`config.mk`:
```
export PLATFORM = sky130hd
export DESIGN_NAME = square_wave_meas
export DESIGN_NICKNAME = d
export VERILOG_FILES = /design/src/rtl/sqwave_pkg.sv /design/src/rtl/sync_edge_det.sv /design/src/rtl/square_wave_meas.sv
export SDC_FILE = /design/constraint.sdc
export NUM_CORES = 1
export LEC_CHECK = 0
export ABC_CLOCK_PERIOD_IN_PS = 1600
export BUFFER_PORTS_ARGS = -buffer_cell sky130_fd_sc_hd__buf_4
export CAP_MARGIN = 25
export CELL_PAD_IN_SITES_DETAIL_PLACEMENT = 0
export CELL_PAD_IN_SITES_GLOBAL_PLACEMENT = 1
export CORE_UTILIZATION = 39
export CTS_CLUSTER_SIZE = 14
export DETAILED_ROUTE_END_ITERATION = 6
export PLACE_DENSITY = 0.74
export SLEW_MARGIN = 20
export SYNTH_ARGS = -nofsm -noshare
export SYNTH_HDL_FRONTEND = slang
export SYNTH_SLANG_ARGS = --single-unit
```
`constraint.sdc`:
```
create_clock -name i_clk -period 1.6 [get_ports i_clk]
set_input_delay 0.24 -clock i_clk [delete_from_list [all_inputs] [get_ports i_clk]]
set_output_delay 0.24 -clock i_clk [all_outputs]
set_load 0.02 [all_outputs]
```
`src/rtl/sqwave_pkg.sv`:
```
// ---------------------------------------------------------------------------
// sqwave_pkg
//   Definitions shared by square_wave_gen and square_wave_meas.
//   TICK_DIV     : clocks per 100 ns measurement unit at 100 MHz
//   meas_state_t : measurement FSM states
// ---------------------------------------------------------------------------
package sqwave_pkg;

    localparam int TICK_DIV = 10;

    typedef enum logic [1:0] {
        S_IDLE,
        S_HIGH,
        S_LOW
    } meas_state_t;

endpackage

```
`src/rtl/sync_edge_det.sv`:
```
// ---------------------------------------------------------------------------
// sync_edge_det
//   Brings an asynchronous pin into the i_clk domain through SYNC_STAGES
//   flip-flops, then compares against a one-cycle-delayed copy to flag edges.
//   Ports:
//     i_clk   : system clock
//     i_rst   : synchronous reset, active-high (clears all flops to 0)
//     i_d     : asynchronous input
//     o_level : synchronized level
//     o_rise  : one-cycle pulse on a synchronized 0->1 transition
//     o_fall  : one-cycle pulse on a synchronized 1->0 transition
// ---------------------------------------------------------------------------
module sync_edge_det #(
    parameter int SYNC_STAGES = 2
) (
    input  logic i_clk,
    input  logic i_rst,
    input  logic i_d,
    output logic o_level,
    output logic o_rise,
    output logic o_fall
);

    logic [SYNC_STAGES-1:0] sync_q;
    logic [SYNC_STAGES-1:0] sync_d;
    logic                   prev_q;
    logic                   prev_d;

    always_comb begin
        sync_d  = {sync_q[SYNC_STAGES-2:0], i_d};
        prev_d  = sync_q[SYNC_STAGES-1];
        o_level = sync_q[SYNC_STAGES-1];
        o_rise  = sync_q[SYNC_STAGES-1] & ~prev_q;
        o_fall  = ~sync_q[SYNC_STAGES-1] & prev_q;
    end

    always_ff @(posedge i_clk) begin
        if (i_rst) begin
            sync_q <= '0;
            prev_q <= 1'b0;
        end else begin
            sync_q <= sync_d;
            prev_q <= prev_d;
        end
    end

endmodule

```
`src/rtl/square_wave_meas.sv`:
```
// ---------------------------------------------------------------------------
// square_wave_meas
//   Measures the high time (o_m) and low time (o_n) of an incoming square
//   wave in units of TICK_DIV clocks. A complete high+low period is reported
//   at the rise that ends it, together with a one-cycle o_valid pulse.
//   Ports:
//     i_clk   : system clock
//     i_rst   : synchronous reset, active-high
//     i_sig   : square wave, asynchronous to i_clk
//     o_m     : last measured high time in units
//     o_n     : last measured low time in units
//     o_valid : one-cycle pulse when o_m/o_n update
//     o_err   : sticky overflow / zero-width error, cleared with next o_valid
// ---------------------------------------------------------------------------
module square_wave_meas
    import sqwave_pkg::*;
#(
    parameter int TICK_DIV    = sqwave_pkg::TICK_DIV,
    parameter int W           = 4,
    parameter int SYNC_STAGES = 2
) (
    input  logic         i_clk,
    input  logic         i_rst,
    input  logic         i_sig,
    output logic [W-1:0] o_m,
    output logic [W-1:0] o_n,
    output logic         o_valid,
    output logic         o_err
);

    localparam int               PRE_W    = (TICK_DIV > 1) ? $clog2(TICK_DIV) : 1;
    localparam logic [PRE_W-1:0] PRE_LAST = PRE_W'(TICK_DIV - 1);
    // The edge cycle itself counts as the first clock of the new level, so
    // the prescaler restarts at 1. A level of D clocks then yields exactly
    // floor(D/TICK_DIV) ticks before the next edge.
    localparam logic [PRE_W-1:0] PRE_RESTART = (TICK_DIV > 1) ? PRE_W'(1) : '0;
    localparam logic [W-1:0]     CNT_MAX     = '1;

    logic sig_level;
    logic sig_rise;
    logic sig_fall;
    logic sig_edge;
    logic tick;
    logic overflow;

    logic [PRE_W-1:0] pre_q,   pre_d;
    logic [W-1:0]     cnt_q,   cnt_d;
    logic [W-1:0]     hi_q,    hi_d;
    logic [W-1:0]     m_q,     m_d;
    logic [W-1:0]     n_q,     n_d;
    logic             valid_q, valid_d;
    logic             err_q,   err_d;
    meas_state_t      state_q, state_d;

    sync_edge_det #(
        .SYNC_STAGES (SYNC_STAGES)
    ) u_sync (
        .i_clk   (i_clk),
        .i_rst   (i_rst),
        .i_d     (i_sig),
        .o_level (sig_level),
        .o_rise  (sig_rise),
        .o_fall  (sig_fall)
    );

    // Prescaler and unit counter: an edge restarts both and suppresses tick.
    always_comb begin
        sig_edge = sig_rise | sig_fall;
        tick     = (pre_q == PRE_LAST) && !sig_edge;
        overflow = tick && (cnt_q == CNT_MAX);

        if (sig_edge) begin
            pre_d = PRE_RESTART;
        end else if (pre_q == PRE_LAST) begin
            pre_d = '0;
        end else begin
            pre_d = pre_q + 1'b1;
        end

        if (sig_edge) begin
            cnt_d = '0;
        end else if (tick) begin
            cnt_d = cnt_q + 1'b1;
        end else begin
            cnt_d = cnt_q;
        end
    end

    // Measurement FSM. The synchronized level after an edge tells which edge
    // arrived; edges only alternate, so in S_HIGH a level-low edge is a fall.
    always_comb begin
        state_d = state_q;
        hi_d    = hi_q;
        m_d     = m_q;
        n_d     = n_q;
        valid_d = 1'b0;
        err_d   = err_q;

        unique case (state_q)
            S_IDLE: begin
                if (sig_rise) begin
                    state_d = S_HIGH;
                end
            end
            S_HIGH: begin
                if (sig_edge && !sig_level) begin
                    if (cnt_q == '0) begin
                        err_d   = 1'b1;
                        state_d = S_IDLE;
                    end else begin
                        hi_d    = cnt_q;
                        state_d = S_LOW;
                    end
                end else if (overflow) begin
                    err_d   = 1'b1;
                    state_d = S_IDLE;
                end
            end
            S_LOW: begin
                if (sig_edge && sig_level) begin
                    if (cnt_q == '0) begin
                        err_d   = 1'b1;
                        state_d = S_IDLE;
                    end else begin
                        m_d     = hi_q;
                        n_d     = cnt_q;
                        valid_d = 1'b1;
                        err_d   = 1'b0;
                        // This rise also starts the next high phase.
                        state_d = S_HIGH;
                    end
                end else if (overflow) begin
                    err_d   = 1'b1;
                    state_d = S_IDLE;
                end
            end
            default: begin
                state_d = S_IDLE;
            end
        endcase
    end

    always_ff @(posedge i_clk) begin
        if (i_rst) begin
            pre_q   <= '0;
            cnt_q   <= '0;
            hi_q    <= '0;
            m_q     <= '0;
            n_q     <= '0;
            valid_q <= 1'b0;
            err_q   <= 1'b0;
            state_q <= S_IDLE;
        end else begin
            pre_q   <= pre_d;
            cnt_q   <= cnt_d;
            hi_q    <= hi_d;
            m_q     <= m_d;
            n_q     <= n_d;
            valid_q <= valid_d;
            err_q   <= err_d;
            state_q <= state_d;
        end
    end

    assign o_m     = m_q;
    assign o_n     = n_q;
    assign o_valid = valid_q;
    assign o_err   = err_q;

endmodule
```
==> qor.csv, run 1 <==
stage;metric;value;unit
status;status;complete, no violations;
yosys;synth_nets;146;
detailed_routing;dr.pass1.iters;4;
place;gp_congestion;0.7786;
clock_tree;cts-buffers-inserted;3;
pwr;powerDensity;727.5;nW/um^2
grt;antenna_found_initial;0;
cells_and_area;area_growth;22.06;%
cells_and_area;fill_cells;282;
detailed_routing;met2_length;1.165;mm
sta;period_needed;1.522;ns
setup_path;r2r_start;cnt_q[0]$_SDFFE_PP0P_;
grt;grt_pass1_vias;940;
cells_and_area;antennaDiodeCount;0;
yosys;ys_top_cells_by_count;dfxtp_1 (27), nand2_1 (19), nor2_1 (13);
place;port_buffers;12;
setup_path;crit_path_start_kind;flip-flop;
floorplanning;dieArea;3339;sq um
setup_path;crit_fanout;4;
cells_and_area;final_util;51.93;%
place;dp_hpwl;1.804;mm
sta;slew_headroom;76.01;%
yosys;ys_ff_latch;27;
yosys;async_flop_share;0;%
pwr;leakagePower;0.5829;nW
sta;rsz0062_at_grt;no;
setup_path;crit_start;cnt_q[0]$_SDFFE_PP0P_;
grt;grt_max_degree;22;
cells_and_area;final_layout_size_suffix_gt1_share;25.00;%
yosys;synth-main-ff-cell;dfxtp_1;
setup_path;required;1.84;ns
yosys;yosys.area.top_type;dfxtp_1;
sta;fin_skew;0.008983;ns
detailed_routing;met1_length;1.231;mm
clock_tree;cts_root_buf;clkbuf_4;
grt;grt_pass1_wl;4.257;mm
yosys;ys_seq_area_share;44.54;%
yosys;synth.distinct_cells;30;
clock_tree;cts.sinks;27;
clock_tree;cts.clk_slew.worst_paths;0.16;ns
grt;track_usage;16.93;%
sta;fin_setup_tns;0;ns
detailed_routing;highest_layer;met4;
clock_tree;h-tree-depth;1;
detailed_routing;drt_iter0_drc;45;
yosys;netlist_area;1214;sq um
yosys;synthTopCellsByArea;dfxtp_1 (45%), ha_1 (11%), nand2_1 (5.9%), a21oi_1 (4.9%), nor2_1 (4.0%);
run;maxCapViolations;0;
detailed_routing;dr_wl_met3;61;um
detailed_routing;postRouteAntennaNets;0;
setup_path;worstSetupPathType;flip-flop to flip-flop;
setup_path;ff2ff_path_depth;7;
yosys;post-synth-top-count-cell;dfxtp_1;
sta;max_freq;657.0;MHz
detailed_routing;viasPerCell;5.091;
setup_path;worstSetupEndpointType;flip-flop;
sta;fin_crit_sh;95.12;%
sta;slew_violations;0;
yosys;synth_area_per_cell;9.194;sq um
yosys;synth_top_area_share;44.54;%
detailed_routing;wirelength;2.498;mm
min_path;min_from;i_sig;
pwr;peakVddDrop;0.4763;mV
floorplanning;fp-row-count;19;
yosys;synth_edf_count;0;
yosys;synthCells;132;
min_path;min-delay-path-class;input pin to flip-flop;
floorplanning;chipHeight;57.79;um
yosys;ys_warn_count;0;
clock_tree;postCtsHoldBufs;0;
floorplanning;start_util;42.54;%
clock_tree;cts_tree;done;
floorplanning;top_level_ports;13;
min_path;whs_path_depth;2;
detailed_routing;avgRoutedWirePerCell;13.36;um
setup_path;worstPathArrival;1.77;ns
floorplanning;core_area;2853;sq um
clock_tree;clk_latency;0.34;ns
clock_tree;clockBufferDepth;2;
cells_and_area;finalNetCount;171;
detailed_routing;drc;0;
sta;finalSetupViolations;0;
sta;hold_viol;0;
sta;worst_slew_pin_slew;0.3571;ns
detailed_routing;vias;952;
floorplanning;die_w;57.79;um
grt;grt_overflow;0;
-- timing repair --
action	in CTS	in global routing
buffers inserted	0	2
pin swaps	0	2
gates resized for setup	1	6
endpoints found under the hold margin	0	0
endpoints found under the setup margin	3	5
-- worst max-delay path, cell delays in order (launching register included) --
cell and delay (ns):
dfxtp_2 0.36, inv_2 0.06, ha_1 0.13, or3b_4 0.41, nand3_4 0.11, buf_6 0.12, mux2i_1 0.19, nor2_1 0.06
-- cell usage in the layout (no fill, tap or decap), types with 2 or more instances in the layout --
cell type / count
a21oi_1: 12
a32oi_1: 2
buf_4: 21
clkbuf_4: 3
dfxtp_1: 24
dfxtp_2: 3
ha_1: 10
inv_1: 8
mux2i_1: 3
nand2_1: 19
nand2b_1: 3
nand3_1: 2
nor2_1: 13
nor2b_1: 5
o21ai_0: 2
or3_1: 3
xnor2_1: 2
xor2_1: 2
-- area by class of cell --
| class | count | area [sq um] | share of cell area (%) |
|---|---|---|---|
| multi-input combinational | 93 | 645.6 | 43.58 |
| sequential | 27 | 544.3 | 36.74 |
| timing repair buffer | 23 | 188.9 | 12.75 |
| tap | 31 | 38.79 | 2.618 |
| inverter | 9 | 33.78 | 2.280 |
| clock buffer | 3 | 22.52 | 1.520 |
| clock inverter | 1 | 7.507 | 0.5068 |
-- report_power, final --
group / switching (mW) / internal (mW) / leakage (nW) / total [mW]
clock: 0.218 / 0.0958 / 0.0139 / 0.314
sequential: 0.00874 / 0.684 / 0.220 / 0.693
combinational: 0.0401 / 0.0310 / 0.349 / 0.0711
-- worst paths after layout --
check / endpoint / slack, ns
max: hi_q[0]$_SDFFE_PP0P_ / 0.08
min: u_sync.sync_q[0]$_SDFF_PP0_ / 0.11
max reg2reg: hi_q[0]$_SDFFE_PP0P_ / 0.08
min reg2reg: u_sync.sync_q[1]$_SDFF_PP0_ / 0.46
-- logic make-up (layout without fill, tap and decap cells) --
| kind of cell | count (synthesis) | after routing | synth area share (%) |
|---|---|---|---|
| DFF | 27 | 27 | 44.54 |
| adders and majority gates | 11 | 11 | 11.34 |
| buffers and inverters | 12 | 36 | 4.330 |
| and+or+nand+nor | 55 | 55 | 24.64 |
| xor gates and xnor gates | 4 | 4 | 2.887 |
| muxes | 3 | 3 | 2.474 |
| AOI/OAI and AO/OA | 20 | 20 | 9.795 |
-- registers in the layout (all words and copies together) (netlist names) --
| register | cells |
|---|---|
| cnt_q | 4 |
| hi_q | 4 |
| o_err | 1 |
| o_m | 4 |
| o_n | 4 |
| o_valid | 1 |
| pre_q | 4 |
| state_q | 2 |
| u_sync.prev_q | 1 |
| u_sync.sync_q | 2 |
-- stage by stage --
step                      setup WS (ns)  area [sq um]  total power, mW  hold slack (ns)  instances
after floorplan                0.006482          1214           0.7531           0.3682        132
after global placement          0.06867          1391           0.7703           0.4149        181
after detailed placement       -0.01567          1391           0.7733           0.4246        181
after CTS                       0.02512          1426            1.088          0.09339        185
after global routing           0.002194          1481            1.130          0.09464        187
final                           0.07804          1481            1.078           0.1139        187
-- layer usage --
| layer | global-route usage [%] | vias to the layer above |
|---|---|---|
| li1 | - | 486 |
| met1 | 22.83 | 449 |
| met2 | 27.08 | 12 |
| met3 | 2.679 | 5 |
| met4 | 7.143 | 0 |
| met5 | 0 | - |
Note: power is estimated with default switching activity, not from simulation.
==> run 2: changes to the inputs <==
--- a/config.mk
+++ b/config.mk
@@ -6,15 +6,17 @@
 export NUM_CORES = 1
 export LEC_CHECK = 0
 export ABC_CLOCK_PERIOD_IN_PS = 1600
-export BUFFER_PORTS_ARGS = -buffer_cell sky130_fd_sc_hd__buf_4
+export BUFFER_PORTS_ARGS = -buffer_cell sky130_fd_sc_hd__buf_2
 export CAP_MARGIN = 25
 export CELL_PAD_IN_SITES_DETAIL_PLACEMENT = 0
 export CELL_PAD_IN_SITES_GLOBAL_PLACEMENT = 1
 export CORE_UTILIZATION = 39
 export CTS_CLUSTER_SIZE = 14
 export DETAILED_ROUTE_END_ITERATION = 6
+export GPL_ROUTABILITY_DRIVEN = 0
 export PLACE_DENSITY = 0.74
 export SLEW_MARGIN = 20
 export SYNTH_ARGS = -nofsm -noshare
 export SYNTH_HDL_FRONTEND = slang
 export SYNTH_SLANG_ARGS = --single-unit
+export TNS_END_PERCENT = 1
==> run 2 against run 1 <==
Clock-buffer cell count unchanged. Core utilization decreased by 0.18 points. Sequential share of layout area grew 0.29 points. Flip-flop and latch count stayed put. Combinational power decreased by 2%. Clock power down 3%. Via count rose by 1.2%. Critical path type unchanged.
==> qor.csv, run 2 (synthesis gave the netlist of run 1 again) <==
stage;metric;value;unit;change
pwr;leakagePower;0.5944;nW;+2.0%
place;dp_hpwl;1.758;mm;-2.6%
setup_path;crit_fanout;4;;unchanged
min_path;min-delay-path-class;input pin to flip-flop;;
floorplanning;chipHeight;57.79;um;unchanged
sta;max_freq;653.1;MHz;-0.60%
sta;slew_violations;0;;unchanged
sta;worst_slew_pin_slew;0.3826;ns;+0.02559 ns
cells_and_area;antennaDiodeCount;0;;unchanged
floorplanning;start_util;42.54;%;unchanged
pwr;total_power;1.070;mW;-0.71%
status;status;complete, no violations;;
clock_tree;cts_root_buf;clkbuf_4;;
sta;period_needed;1.531;ns;+0.009240 ns
clock_tree;h-tree-depth;1;;unchanged
grt;track_usage;15.84;%;-1.1 points
detailed_routing;avgRoutedWirePerCell;12.48;um;-6.6%
clock_tree;cts-buffers-inserted;3;;unchanged
grt;grt_max_degree;22;;unchanged
floorplanning;fp-row-count;19;;unchanged
floorplanning;die_w;57.79;um;unchanged
clock_tree;cts.clk_slew.worst_paths;0.15;ns;about the same
place;port_buffers;12;;unchanged
cells_and_area;final_common_cell;dfxtp_1;;
clock_tree;cts.sinks;27;;unchanged
cells_and_area;final_cells;189;;+1.1%
floorplanning;top_level_ports;13;;unchanged
sta;hold_viol;0;;unchanged
pwr;powerDensity;724.8;nW/um^2;-0.37%
pwr;peakVddDrop;0.4701;mV;-1.3%
detailed_routing;viasPerCell;5.095;;about the same
grt;grt_pass1_wl;4.098;mm;-3.7%
setup_path;worstSetupEndpointType;flip-flop;;
setup_path;worstPathArrival;1.75;ns;-0.02 ns
setup_path;required;1.82;ns;-0.02 ns
grt;grt_pass1_vias;955;;+1.6%
floorplanning;dieArea;3339;sq um;unchanged
sta;fin_skew;0.001326;ns;-0.007657 ns
grt;grt_overflow;0;;unchanged
clock_tree;cts_tree;done;;
floorplanning;core_area;2853;sq um;unchanged
detailed_routing;dr.pass1.iters;4;;unchanged
detailed_routing;drc;0;;unchanged
clock_tree;clk_latency;0.32;ns;-0.02 ns
sta;finalSetupViolations;0;;unchanged
clock_tree;postCtsHoldBufs;0;;unchanged
detailed_routing;drt_iter0_drc;41;;-8.9%
sta;rsz0062_at_grt;no;;
sta;fin_crit_sh;95.70;%;+0.58 points
run;maxCapViolations;0;;unchanged
cells_and_area;final_layout_size_suffix_gt1_share;28.48;%;+3.5 points
setup_path;worstSetupPathType;flip-flop to flip-flop;;
detailed_routing;postRouteAntennaNets;0;;unchanged
cells_and_area;fill_cells;284;;+0.71%
grt;antenna_found_initial;0;;unchanged
sta;slew_headroom;74.49;%;-1.5 points
clock_tree;clockBufferDepth;2;;unchanged
cells_and_area;finalNetCount;173;;+1.2%
detailed_routing;vias;963;;+1.2%
cells_and_area;final_cell_mix;dfxtp_1 (22), nand2_1 (19), nor2_1 (13), buf_2 (12);;
place;dp_cells;182;;+0.55%
cells_and_area;area_growth;21.65;%;
setup_path;crit_path_start_kind;flip-flop;;
detailed_routing;wirelength;2.358;mm;-5.6%
==> run 2: cell count changes in the layout (fill, tap and decap cells not counted), sizes merged <==
cell,change
buf,+2
==> run 2: worst max-delay path, cell delays in order (launching register included) <==
cell     delay (ns)
dfxtp_2        0.36
inv_2          0.08
ha_4           0.13
or3b_4         0.41
nand3_4        0.11
buf_6          0.12
mux2i_1        0.17
nor2_1         0.05
==> run 2: where the power goes <==
part           internal (mW)  total (mW)  switching (mW)
Combinational         0.0314      0.0700          0.0387
Sequential             0.684       0.694         0.00946
Clock                 0.0954       0.306           0.211
Total                  0.811        1.07           0.259
==> run 2: through the flow <==
| stage | area (sq um) | setup TNS (ns) | setup WS (ns) | util [%] | hold slack [ns] |
|---|---|---|---|---|---|
| after floorplan | 1214 | 0 | 0.006482 | - | 0.3682 |
| after global placement | 1369 | 0 | 0.06034 | 47.98 | 0.4168 |
| after detailed placement | 1369 | -0.01728 | -0.01184 | 47.98 | 0.4382 |
| after CTS | 1405 | -0.001429 | -0.001429 | 49.25 | 0.1203 |
| after global routing | 1476 | 0 | 0.01348 | 51.75 | 0.1215 |
| final | 1476 | 0 | 0.06880 | 51.75 | 0.1273 |
==> run 2: final timing paths <==
kind | from | end | slack [ns] | depth (start not counted)
max | cnt_q[0]$_SDFFE_PP0P_ | hi_q[0]$_SDFFE_PP0P_ | 0.07 | 7
min | i_sig | u_sync.sync_q[0]$_SDFF_PP0_ | 0.13 | 2
max reg2reg | cnt_q[0]$_SDFFE_PP0P_ | hi_q[0]$_SDFFE_PP0P_ | 0.07 | 7
min reg2reg | u_sync.sync_q[0]$_SDFF_PP0_ | u_sync.sync_q[1]$_SDFF_PP0_ | 0.45 | 1
==> run 2: what timing repair did <==
item | in CTS | in global routing
pin swaps | 0 | 2
setup buffers | 0 | 3
endpoints found under the setup margin | 4 | 9
resized for setup | 2 | 12
==> run 2: layout make-up <==
| class | instances | area (sq um) | share of cell area, % |
|---|---|---|---|
| clock buffer | 3 | 22.52 | 1.525 |
| inverter | 9 | 33.78 | 2.288 |
| tap | 31 | 38.79 | 2.627 |
| sequential | 27 | 546.8 | 37.03 |
| multi-input combinational | 93 | 661.9 | 44.83 |
| clock inverter | 1 | 7.507 | 0.5085 |
| timing repair buffer | 25 | 165.2 | 11.19 |
==> run 2: routing by layer <==
metal | track usage, % | up-vias | part of all wire, % | wire length (um)
met1 | 20.87 | 458 | 48 | 1133
met5 | 0 | - | 0 | 0
li1 | - | 496 | - | -
met4 | 5.102 | 0 | 0.72 | 17
met3 | 2.009 | 2 | 1.6 | 37
met2 | 27.08 | 7 | 50 | 1169
==> run 3: changes to the inputs <==
--- a/config.mk
+++ b/config.mk
@@ -15,6 +15,7 @@
 export DETAILED_ROUTE_END_ITERATION = 6
 export GPL_ROUTABILITY_DRIVEN = 0
 export PLACE_DENSITY = 0.74
+export RECOVER_POWER = 50
 export SLEW_MARGIN = 20
 export SYNTH_ARGS = -nofsm -noshare
 export SYNTH_HDL_FRONTEND = slang
==> run 3 against run 2 <==
Combinational power hardly changed. Clock-buffer cell count unchanged. Die area unchanged. Core utilization down 0.57 points. Clock skew hardly changed. Final area down 1.1%. Maximum frequency is 0.10% higher. Largest cell class unchanged. Total power about the same.
==> qor.csv, run 3 (synthesis gave the netlist of run 1 again) <==
stage;metric;value;unit;change
clock_tree;clockBufferDepth;2;;unchanged
place;port_buffers;12;;unchanged
detailed_routing;vias;959;;-0.42%
sta;fin_hold_ws;0.1268;ns;-0.0004950 ns
sta;worst_slew_pin_slew;0.3840;ns;+0.001388 ns
sta;finalSetupViolations;0;;unchanged
clock_tree;h-tree-depth;1;;unchanged
detailed_routing;drt_iter0_drc;40;;-2.4%
pwr;powerDensity;733.3;nW/um^2;+1.2%
run;maxCapViolations;0;;unchanged
setup_path;critical-path-slowest-cell;or3b_4;;
setup_path;slowest_delay;0.41;ns;about the same
cells_and_area;final_cell_mix;dfxtp_1 (22), nand2_1 (19), nor2_1 (13), a21oi_1 (11), clkbuf_1 (11);;
setup_path;worstSetupEndpointType;flip-flop;;
floorplanning;top_level_ports;13;;unchanged
setup_path;crit_fanout;4;;unchanged
sta;slew_headroom;74.40;%;-0.093 points
clock_tree;cts_tree;done;;
floorplanning;dieArea;3339;sq um;unchanged
detailed_routing;postRouteAntennaNets;0;;unchanged
floorplanning;start_util;42.54;%;unchanged
grt;grt_overflow;0;;unchanged
clock_tree;postCtsHoldBufs;0;;unchanged
grt;met3_usage;2.009;%;unchanged
grt;met1_usage;20.87;%;unchanged
sta;period_needed;1.530;ns;-0.001554 ns
sta;slew_violations;0;;unchanged
setup_path;worstSetupPathType;flip-flop to flip-flop;;
detailed_routing;avgRoutedWirePerCell;12.48;um;unchanged
grt;track_usage;15.84;%;unchanged
clock_tree;cts.sinks;27;;unchanged
setup_path;ff2ff_path_depth;7;;unchanged
setup_path;r2r_start;cnt_q[0]$_SDFFE_PP0P_;;
setup_path;required;1.82;ns;about the same
clock_tree;cts-buffers-inserted;3;;unchanged
status;status;complete, no violations;;
floorplanning;chipHeight;57.79;um;unchanged
clock_tree;cts.clk_slew.worst_paths;0.15;ns;about the same
grt;grt_pass1_wl;4.098;mm;unchanged
clock_tree;clk_latency;0.32;ns;about the same
sta;max_freq;653.7;MHz;+0.10%
cells_and_area;antennaDiodeCount;0;;unchanged
floorplanning;die_w;57.79;um;unchanged
floorplanning;core_area;2853;sq um;unchanged
clock_tree;cts_root_buf;clkbuf_4;;
min_path;min_from;i_sig;;
place;dp_hpwl;1.758;mm;unchanged
sta;fin_skew;0.001350;ns;+0.00002456 ns
cells_and_area;final_area;1460;sq um;-1.1%
cells_and_area;final_layout_size_suffix_gt1_share;21.52;%;-7.0 points
min_path;worstHoldEndpoint;u_sync.sync_q[0]$_SDFF_PP0_;;
pwr;peakVddDrop;0.4705;mV;about the same
grt;grt-busiest-layer;met2;;
min_path;whs_path_depth;2;;unchanged
setup_path;worstPathArrival;1.75;ns;about the same
sta;hold_viol;0;;unchanged
grt;grt_max_degree;22;;unchanged
sta;rsz0062_at_grt;no;;
grt;grt_pass1_vias;955;;unchanged
cells_and_area;finalNetCount;173;;unchanged
place;placed_cell_area;1369;sq um;unchanged
setup_path;crit_path_start_kind;flip-flop;;
sta;fin_crit_sh;95.60;%;-0.097 points
setup_path;r2r-end;hi_q[0]$_SDFFE_PP0P_;;
detailed_routing;wirelength;2.358;mm;unchanged
pwr;leakagePower;0.5472;nW;-7.9%
cells_and_area;final_common_cell;dfxtp_1;;
setup_path;r2r_slack;0.07;ns;about the same
floorplanning;fp-row-count;19;;unchanged
detailed_routing;viasPerCell;5.074;;-0.42%
cells_and_area;area_growth;20.31;%;
min_path;min-delay-path-class;input pin to flip-flop;;
detailed_routing;drc;0;;unchanged
grt;use_met2;27.08;%;unchanged
grt;antenna_found_initial;0;;unchanged
detailed_routing;dr.pass1.iters;4;;unchanged
setup_path;path_cells;inv_2 > ha_4 > or3b_4 > nand3_4 > buf_6 > mux2i_1 > nor2_1;;
run 3: cell types whose count changed in the layout (fill, tap and decap cells not counted), sizes merged:
| cell | change |
|---|---|
| buf | -11 |
| clkbuf | +11 |
run 3: worst max-delay path by stage:
stage                           from                       to  slack [ns]  cells past startpoint
3_3_place_gp   cnt_q[0]$_SDFFE_PP0P_     hi_q[1]$_SDFFE_PP0P_        0.06                      7
4_1_cts        cnt_q[0]$_SDFFE_PP0P_       o_err$_SDFFE_PP0P_      -0.001                      6
3_5_place_dp   cnt_q[0]$_SDFFE_PP0P_     hi_q[0]$_SDFFE_PP0P_       -0.01                      7
2_1_floorplan  cnt_q[0]$_SDFFE_PP0P_  state_q[1]$_SDFFE_PP0P_       0.006                      6
6_report       cnt_q[0]$_SDFFE_PP0P_     hi_q[0]$_SDFFE_PP0P_        0.07                      7
5_1_grt        cnt_q[1]$_SDFFE_PP0P_     hi_q[1]$_SDFFE_PP0P_        0.01                      7
run 3: layout make-up:
| cell class | instances | area [sq um] |
|---|---|---|
| clock buffers | 3 | 22.52 |
| well taps | 31 | 38.79 |
| multi-input cells | 93 | 661.9 |
| fillers | 289 | 1393 |
| repair buffers | 25 | 148.9 |
| flip-flops and latches | 27 | 546.8 |
| inverters | 9 | 33.78 |
| clock inverters | 1 | 7.507 |
run 3: where the power goes:
group	total, mW	switching (mW)	internal (mW)	leakage, nW
sequential	0.694	0.00946	0.684	0.221
clock	0.307	0.211	0.0954	0.0139
combinational	0.0701	0.0388	0.0314	0.312
total	1.07	0.260	0.811	0.547
run 3: worst max-delay path, delay by kind of cell, from the launching register on:
kind	cells	cell delay, ns
mux	1	0.17
buf+inv	2	0.20
flops	1	0.36
fa+ha+maj	1	0.13
simple gates	3	0.57
run 3: routing by layer:
metal | vias to the layer above | share of wire [%]
met1 | 453 | 48
met3 | 2 | 2.0
met5 | - | 0
li1 | 495 | -
met4 | 0 | 0.72
met2 | 9 | 49
run 3: per-stage QoR:
stage	utilization [%]	std cells	power, mW	TNS [ns]	setup slack (ns)
2_1_floorplan	-	132	0.7531	0	0.006482
3_3_place_gp	47.98	182	0.7718	0	0.06034
3_5_place_dp	47.98	182	0.7740	-0.01728	-0.01184
4_1_cts	49.25	186	1.079	-0.001429	-0.001429
5_1_grt	51.18	189	1.119	0	0.01348
6_report	51.18	189	1.071	0	0.07036
run 3: what timing repair did:
action / in CTS / in global routing
pin swaps: 0 / 2
endpoints found under the hold margin: 0 / 0
gates resized for setup: 2 / 12
setup buffers: 0 / 3
setup endpoints to repair: 4 / 9
